$ cat src/rtl/io_input_pkg.sv
// Shared definitions for the input-side I/O responder.
//   ch_state_t     : per-channel FSM state (IDLE, WAIT, DONE)
//   CH1_SEL/CH2_SEL: io_addr codes selecting channel 1 / channel 2
//   DEB_CYCLES_DEF : default debounce hold time in clock cycles
package io_input_pkg;

    typedef enum logic [1:0] {
        IDLE = 2'd0,
        WAIT = 2'd1,
        DONE = 2'd2
    } ch_state_t;

    localparam logic [1:0] CH1_SEL = 2'b01;
    localparam logic [1:0] CH2_SEL = 2'b10;

    localparam int unsigned DEB_CYCLES_DEF = 100000;

endpackage

$ cat src/rtl/io_debounce.sv
// Button debouncer: 2-FF synchroniser, stability counter, stable level and
// a one-cycle pulse on the stable 0->1 transition.
// Ports:
//   i_clk   : clock, rising edge
//   i_rst_n : asynchronous active-low reset
//   i_btn   : raw (asynchronous, bouncing) button level
//   o_press : one-cycle pulse when the debounced level rises
module io_debounce
    import io_input_pkg::*;
#(
    parameter int unsigned DEB_CYCLES = DEB_CYCLES_DEF
) (
    input  logic i_clk,
    input  logic i_rst_n,
    input  logic i_btn,
    output logic o_press
);

    localparam int unsigned CNT_W = (DEB_CYCLES > 2) ? $clog2(DEB_CYCLES) : 1;
    localparam logic [CNT_W-1:0] CNT_MAX = CNT_W'(DEB_CYCLES - 1);

    logic             r_sync1;
    logic             r_sync2;
    logic             r_stable;
    logic             r_press;
    logic [CNT_W-1:0] r_cnt;
    logic [CNT_W-1:0] w_cnt_next;
    logic             w_flip;

    // The synced level has differed from the stable one long enough to accept it.
    assign w_flip = (r_sync2 != r_stable) && (r_cnt == CNT_MAX);

    always_comb begin
        w_cnt_next = r_cnt + 1'b1;
        if (r_sync2 == r_stable || w_flip) begin
            w_cnt_next = '0;
        end
    end

    always_ff @(posedge i_clk or negedge i_rst_n) begin
        if (!i_rst_n) begin
            r_sync1  <= 1'b0;
            r_sync2  <= 1'b0;
            r_stable <= 1'b0;
            r_press  <= 1'b0;
            r_cnt    <= '0;
        end else begin
            r_sync1 <= i_btn;
            r_sync2 <= r_sync1;
            r_cnt   <= w_cnt_next;
            if (w_flip) begin
                r_stable <= r_sync2;
            end
            // Registered together with the stable level, so it is the rising-edge pulse.
            r_press <= w_flip & r_sync2;
        end
    end

    assign o_press = r_press;

endmodule

$ cat src/rtl/io_input_commit.sv
// Input-side I/O responder. A CPU load from an input channel holds that
// channel's commit high (blocking register write-back) until the channel's
// confirm button is pressed; the switch value is then captured into io_rdata
// and commit drops for exactly one cycle so the write lands.
// Ports:
//   clock    : system clock, rising edge
//   reset    : asynchronous active-low reset
//   io_read  : CPU load to the input region, held for the stalled instruction
//   io_addr  : channel select (01 = channel 1, 10 = channel 2, else none)
//   switch   : raw board switches, sampled only at capture
//   btn1/2   : raw confirm buttons for channel 1 / channel 2
//   commit1/2: high while the channel's read is pending
//   io_rdata : captured switch value, zero-extended, held until next capture
// Optional feature macro: IO_PRESS_LATCH_EN (remember a press made while
// idle so the following read completes without stalling).
module io_input_commit
    import io_input_pkg::*;
#(
    parameter int unsigned DATA_W     = 16,
    parameter int unsigned DEB_CYCLES = DEB_CYCLES_DEF
) (
    input  logic              clock,
    input  logic              reset,
    input  logic              io_read,
    input  logic [1:0]        io_addr,
    input  logic [DATA_W-1:0] switch,
    input  logic              btn1,
    input  logic              btn2,
    output logic              commit1,
    output logic              commit2,
    output logic [31:0]       io_rdata
);

    logic [1:0]  w_btn;
    logic [1:0]  w_press;
    logic [1:0]  w_cap;
    logic [1:0]  w_commit;
    logic [31:0] r_rdata;

    assign w_btn = {btn2, btn1};

    for (genvar g = 0; g < 2; g++) begin : g_ch
        localparam logic [1:0] SEL = (g == 0) ? CH1_SEL : CH2_SEL;

        ch_state_t r_state;
        ch_state_t w_state_next;
        logic      w_sel;
        logic      w_early;
        logic      w_flag;
        logic      w_pend;
        logic      w_cap_ch;

        io_debounce #(
            .DEB_CYCLES (DEB_CYCLES)
        ) u_deb (
            .i_clk   (clock),
            .i_rst_n (reset),
            .i_btn   (w_btn[g]),
            .o_press (w_press[g])
        );

        assign w_sel = io_read && (io_addr == SEL);

`ifdef IO_PRESS_LATCH_EN
        logic r_flag;
        logic w_flag_next;

        // Set by a press while idle; consumed by the next read of this channel.
        always_comb begin
            w_flag_next = r_flag;
            if (r_state == IDLE) begin
                w_flag_next = w_sel ? 1'b0 : (r_flag | w_press[g]);
            end
        end

        always_ff @(posedge clock or negedge reset) begin
            if (!reset) begin
                r_flag <= 1'b0;
            end else begin
                r_flag <= w_flag_next;
            end
        end

        assign w_flag  = r_flag;
        assign w_early = r_flag | w_press[g];
`else
        assign w_flag  = 1'b0;
        assign w_early = 1'b0;
`endif

        always_comb begin
            w_state_next = r_state;
            w_pend       = 1'b0;
            w_cap_ch     = 1'b0;
            case (r_state)
                IDLE: begin
                    // Stall in the very cycle the load appears so no stale write occurs.
                    w_pend = w_sel && !w_flag;
                    if (w_sel) begin
                        if (w_early) begin
                            w_state_next = DONE;
                            w_cap_ch     = 1'b1;
                        end else begin
                            w_state_next = WAIT;
                        end
                    end
                end
                WAIT: begin
                    // Selection is latched at entry; io_addr is ignored here.
                    w_pend = 1'b1;
                    if (w_press[g]) begin
                        w_state_next = DONE;
                        w_cap_ch     = 1'b1;
                    end
                end
                DONE: begin
                    w_state_next = IDLE;
                end
                default: begin
                    w_state_next = IDLE;
                end
            endcase
        end

        always_ff @(posedge clock or negedge reset) begin
            if (!reset) begin
                r_state <= IDLE;
            end else begin
                r_state <= w_state_next;
            end
        end

        // Gated by reset so commit is low while reset is held, even with a read present.
        assign w_commit[g] = reset & w_pend;
        assign w_cap[g]    = w_cap_ch;
    end

    always_ff @(posedge clock or negedge reset) begin
        if (!reset) begin
            r_rdata <= '0;
        end else if (|w_cap) begin
            r_rdata <= 32'(switch);
        end
    end

    assign commit1  = w_commit[0];
    assign commit2  = w_commit[1];
    assign io_rdata = r_rdata;

endmodule

$ cat config.mk
export PLATFORM = sky130hd
export DESIGN_NAME = io_input_commit
export DESIGN_NICKNAME = d
export VERILOG_FILES = /design/src/rtl/io_input_pkg.sv /design/src/rtl/io_debounce.sv /design/src/rtl/io_input_commit.sv
export SDC_FILE = /design/constraint.sdc
export NUM_CORES = 1
export LEC_CHECK = 0
export ABC_AREA = 1
export CAP_MARGIN = 20
export CORE_MARGIN = 10
export CORE_UTILIZATION = 42
export CTS_BUF_LIST = sky130_fd_sc_hd__clkbuf_8
export CTS_CLUSTER_SIZE = 28
export DETAILED_ROUTE_END_ITERATION = 8
export HOLD_SLACK_MARGIN = 0.02
export PLACE_DENSITY = 0.68
export SYNTH_ARGS = -nofsm -noshare
export SYNTH_HDL_FRONTEND = slang
export SYNTH_SLANG_ARGS = --single-unit
$ cat constraint.sdc
create_clock -name clock -period 2.15 [get_ports clock]
set_input_delay 0.3225 -clock clock [delete_from_list [all_inputs] [get_ports clock]]
set_output_delay 0.3225 -clock clock [all_outputs]
set_load 0.01 [all_outputs]
# Word-level counts from Yosys, hierarchy flattened
# Cells that the tools add are included.
# classes
eq_ne,14
mux,14
addsub,2
n_bitwise,4
n_reduce_logical,11
# ops
op,count
"adder 17 x 1 -> 17 bit, second input constant",2
"equality test 17 bit, second input constant",2
2-to-1 mux 17 bit,2
2-to-1 mux 2 bit,4
one-hot mux 2 bit (2 select lines),2
"equality test 2 x 1 -> 1 bit, second input constant",3
AND 1 bit,4
logical AND 1 bit,4
zero test 2 bit,2
2-to-1 mux 1 bit,4
"!= test 2 x 1 -> 1 bit, second input constant",2
"!= test 2 bit, second input constant",2
one-hot mux 1 bit (2 select lines),2
AND reduction 2 bit,2
equality test 1 bit,2
"equality test 2 bit, second input constant",1
logical OR 1 bit,2
!= test 1 bit,2
OR reduction 2 bit,1
# totals
out_inout_bits,34
in_bits,23
regBits,62
elab_cells,58

# Longest topological paths before layout
# depth
word_depth,4
ltp_mapped,9
mapped_depth_nobuf,9

# By module
# From an unflattened synthesis, not the netlist that was laid out.
# unflattened
cells_unflattened,382
area_unflattened_um2,3103.0
# modules_own_cells
module,seq_area_each_um2,instances,cells_each,area_each_um2
io_debounce,525.5,2,134,1061.0
io_input_commit,500.5,1,114,980.9

# Worst setup path after synthesis
# OpenSTA, ideal clock, no wires.
# synth_path
kind,reg2reg
start,reg g_ch[1].u_deb.r_cnt[0]
end,reg g_ch[1].u_deb.r_cnt[4]
path_slack_ps,814
stages_incl_launch_ff,8
required_ps,2030
synth_period_minus_slack_ps,1336
path_buffers,1
setup_time_ps,120
arrival_time_ps,1216
cell_sequence,dfrtp_1 > ha_1 > nand2_1 > nor2_2 > nand3_2 > nand2_2 > buf_6 > nor2_1
# synth_between
elab_chain_len,4
word_cells_on_any_way,5
classes_between,add/sub: 1; eq/ne: 1; mux: 1; reduce/logical: 2
# synth_rtl
item,line,source
start: declaration,io_debounce.sv:26,logic [CNT_W-1:0] r_cnt;
start signal: assignment,io_debounce.sv:50,r_cnt <= w_cnt_next;
branches (longest 3 deep; another with adder 17 x 1 -> 17 bit),--,
2-to-1 mux 17 bit (*),io_debounce.sv:35,if (r_sync2 == r_stable || w_flip) begin
via g_ch[1].u_deb.w_cnt_next[4],io_debounce.sv:27,logic [CNT_W-1:0] w_cnt_next;
# Mark *: on every way through the listed nets, which the timed path passes.
# A chain may end at the register's enable or synchronous reset.

# Worst setup path in the final report
# layout_path
start,in io_read
end,out commit2
# layout_between
elab_chain_len,3
# layout_rtl
item,line,source
start: declaration,io_input_commit.sv:24,"input logic io_read,"
logical AND 1 bit,io_input_commit.sv:62,assign w_sel = io_read && (io_addr == SEL);
one-hot mux 1 bit (2 select lines),io_input_commit.sv:95,case (r_state)
AND 1 bit,io_input_commit.sv:134,assign w_commit[g] = reset & w_pend;
end: declaration,io_input_commit.sv:30,"output logic commit2,"
# No other way between the ends.

==> results by group <==
Outcome
  – Outcome: completed

Clock network
  – Maximum root-to-sink buffer count: 2
  – H-tree Lvls: 3
  – CTS Hold Bufs: 0
  – Root Driver: clkbuf_8
  – Number of setup buffers added after CTS: 0
  – CTS resizes: 0
  – Clock Pin Slew Worst Setup and Hold Paths: 0.07 ns
  – Worst-Skew Late Latency: 0.33 ns
  – CTS tree: built
  – CTS Buf Count: 9
  – Clock Sinks: 62

Layout
  – Post-layout util: 50.99%
  – Commonest cells after routing, fill and taps aside: nand2_1 (106), nor2_1 (75), dfrtp_1 (62)
  – FILL cells: 679
  – # diodes: 0
  – Final Net Count: around 460
  – Commonest non-fill, non-tap cell in the layout: nand2_1
  – Post-route cell area: between 0.003 and 0.004 sq mm
  – Synthesis-to-layout area growth: 18.96%
  – Layout cells sized above 1: 6.193%

STA
  – Post-layout min period: 1.995 ns
  – Clock skew: 0.006168 ns
  – Tcrit/Tclk final: 92.80%
  – Slew HR: 49.05%
  – Endpoints failing setup: 0
  – Final worst slack: 0.1547 ns
  – Unrepaired setup endpoints after global routing: false
  – Pins over their slew limit: 0
  – Slew at the pin closest to its max-slew limit: 0.7643 ns
  – Fmax: 501.2 MHz
  – Setup TNS: 0 ns
  – Final Hold Viols: 0

Pwr
  – Reg power frac: 55.5%
  – Pwr dens: around 590 mW/mm^2
  – P_leak: 0.001631 uW
  – NetSw: 489.1 uW
  – Clock network power share: 39.1%
  – Tot Pwr: 2142 uW
  – Maximum VDD drop: 0.4306 mV
  – P_int: between 1500 and 2000 uW
  – Logic pwr share: approximately 5.4%
  – Net Sw Frac: 22.83%

Synth
  – Post-Synth Simple-Gate Area: 32.47%
  – Unique masters post-synth: 26
  – Adder-Cell Fraction of Synth Area: less than 1%
  – Synth Cell Area: just over 0.003 sq mm
  – Seq/Total Area, Yosys: between 50% and 60%
  – Yosys reg bits: 62
  – Xor and xnor area share after synthesis: 3.987%
  – Largest family of logic cells by synthesized area: simple AND/OR/NAND/NOR gates
  – Synth warn: 0
  – Post-synthesis mux area share: 0%
  – Compound-Gate Fraction of Synth Area: 2.970%
  – Mean Syn Cell Area: 7.947 sq um
  – Synth Instances: about 390

Placed design
  – Pre-CTS setup slack: ~0.14 ns
  – Placed Instance Area: 0.003503 sq mm
  – DP Wirelength: 4.899 mm
  – Gpl congestion: 0.8442
  – Number of port buffers: 40

Global routing
  – Vias in the first global route: 2,517
  – First-pass GRT wire length: 11.32 mm
  – Largest net degree at the start of global routing: 63
  – Total GRT Usage: 12.26%
  – GRT Residual Overflow: 0
  – Initial antenna violation count: 0

Critical path
  – WP data required: about 1.8 ns
  – Crit-path max FO: 2
  – Crit path DAT: 1.67 ns
  – Worst path slowest cell: clkdlybuf4s50_1
  – Critical path's top delay family: buffers and inverters
  – CP Class: primary input to output pin
  – Crit. End Element: output pin
  – Cells along the critical path: clkdlybuf4s50_1 -> nand2_1 -> nor2_1 -> o21ai_0 -> nor2_1 -> clkdlybuf4s50_1
  – Crit start category: primary input
  – CP bufs+invs: 2
  – CP max stage delay: 0.54 ns

Job
  – Max Cap Viol: 0

Die
  – Die width: 105.6 microns
  – Core area: just over 0.007 sq mm
  – Die height: 105.6 microns
  – Die area: 0.01115 sq mm
  – Rows: 31
  – Ports: 57
  – Initial Util: 42.86%

Routing
  – Wire per inst: 12.40 microns
  – ANT nets after route: 0
  – Via Count: ~2.5k
  – Mean number of vias per cell: 4.665
  – DRT Pass-1 Iters: 6
  – Routed wire length: 6.635 mm
  – DRC: 0
  – Initial DRC count: 63

Worst hold path
  – Hold WC Path Type: primary input to asynchronous set/reset pin
## routing by layer
| metal | vias up | part of all wire (%) | GRT usage (%) |
|---|---|---|---|
| met3 | 16 | 5.5 | 4.446 |
| met2 | 58 | 49 | 20.80 |
| li1 | 1267 | - | - |
| met4 | 0 | 1.8 | 5.319 |
| met1 | 1155 | 44 | 13.56 |
| met5 | - | 0 | 0 |
## metrics by stage
step,cells,hold WS [ns]
after floorplan,402,0.02691
after CTS,535,0.2225
after global placement,521,0.3327
final,535,0.1849
after detailed placement,521,0.3434
after global routing,535,0.2429
## power by group through the flow
stage               Combinational [uW]  Clock (uW)  Sequential [uW]
floorplan                         65.7           0             1210
global placement                   115           0             1210
detailed placement                 116           0             1210
CTS                                117         876             1190
global route                       131         917             1190
finish                             115         838             1190
## final timing paths
path / start / end / slack, ns / cells after the start
max in group asynchronous: reset / g_ch[0].u_deb.r_cnt[8] / 1.45 / 2
min reg2reg: g_ch[0].u_deb.r_sync1 / g_ch[0].u_deb.r_sync2 / 0.36 / 0
min in group clock: g_ch[0].u_deb.r_sync1 / g_ch[0].u_deb.r_sync2 / 0.36 / 0
max reg2reg: g_ch[0].r_state[0] / io_rdata[1] / 0.60 / 6
min: reset / g_ch[1].u_deb.r_cnt[9] / 0.18 / 2
max: io_read / commit2 / 0.15 / 6
## layout make-up
type                       instances  area [sq um]  share of cell area (%)
clock buffer                      10         137.6                   3.762
sequential                        62          1551                   42.41
multi-input combinational        285          1297                   35.46
timing repair buffer              41         402.9                   11.01
clock inverter                     4         17.52                  0.4788
tap                               99         123.9                   3.386
inverter                          34         127.6                   3.488
## cells in the mapped netlist, drive strengths merged
cell type | count | share of area (%)
a21oi | 4 | 0.65
a41oi | 1 | 0.28
and2 | 1 | 0.20
buf | 19 | 4.8
clkbuf | 2 | 0.24
conb | 1 | 0.12
dfrtp | 62 | 50
ha | 2 | 0.81
inv | 34 | 4.1
nand2 | 110 | 14
nand3 | 38 | 6.7
nand4 | 7 | 1.4
nor2 | 78 | 9.8
nor3 | 3 | 0.65
o21ai | 8 | 1.3
o21bai | 3 | 0.73
xnor2 | 3 | 0.85
xor2 | 11 | 3.1
## cell families (layout without fill, tap and decap cells)
group	after synthesis	count (layout)
XOR/XNOR	14	14
adder cells (fa/ha/maj)	2	2
other	1	16
AO/OA/AOI/OAI	16	16
AND/OR/NAND/NOR	237	237
flip-flops	62	62
buffers and inverters	55	89
## registers in the layout (all words and copies together) (netlist names)
| register | cells |
|---|---|
| g_ch.u_deb.r_cnt | 34 |
| g_ch.u_deb.r_stable | 2 |
| g_ch.u_deb.r_sync1 | 2 |
| g_ch.r_state | 4 |
| g_ch.u_deb.o_press | 2 |
| io_rdata | 16 |
| g_ch.u_deb.r_sync2 | 2 |
No activity file was read; power rests on OpenSTA's default activity.
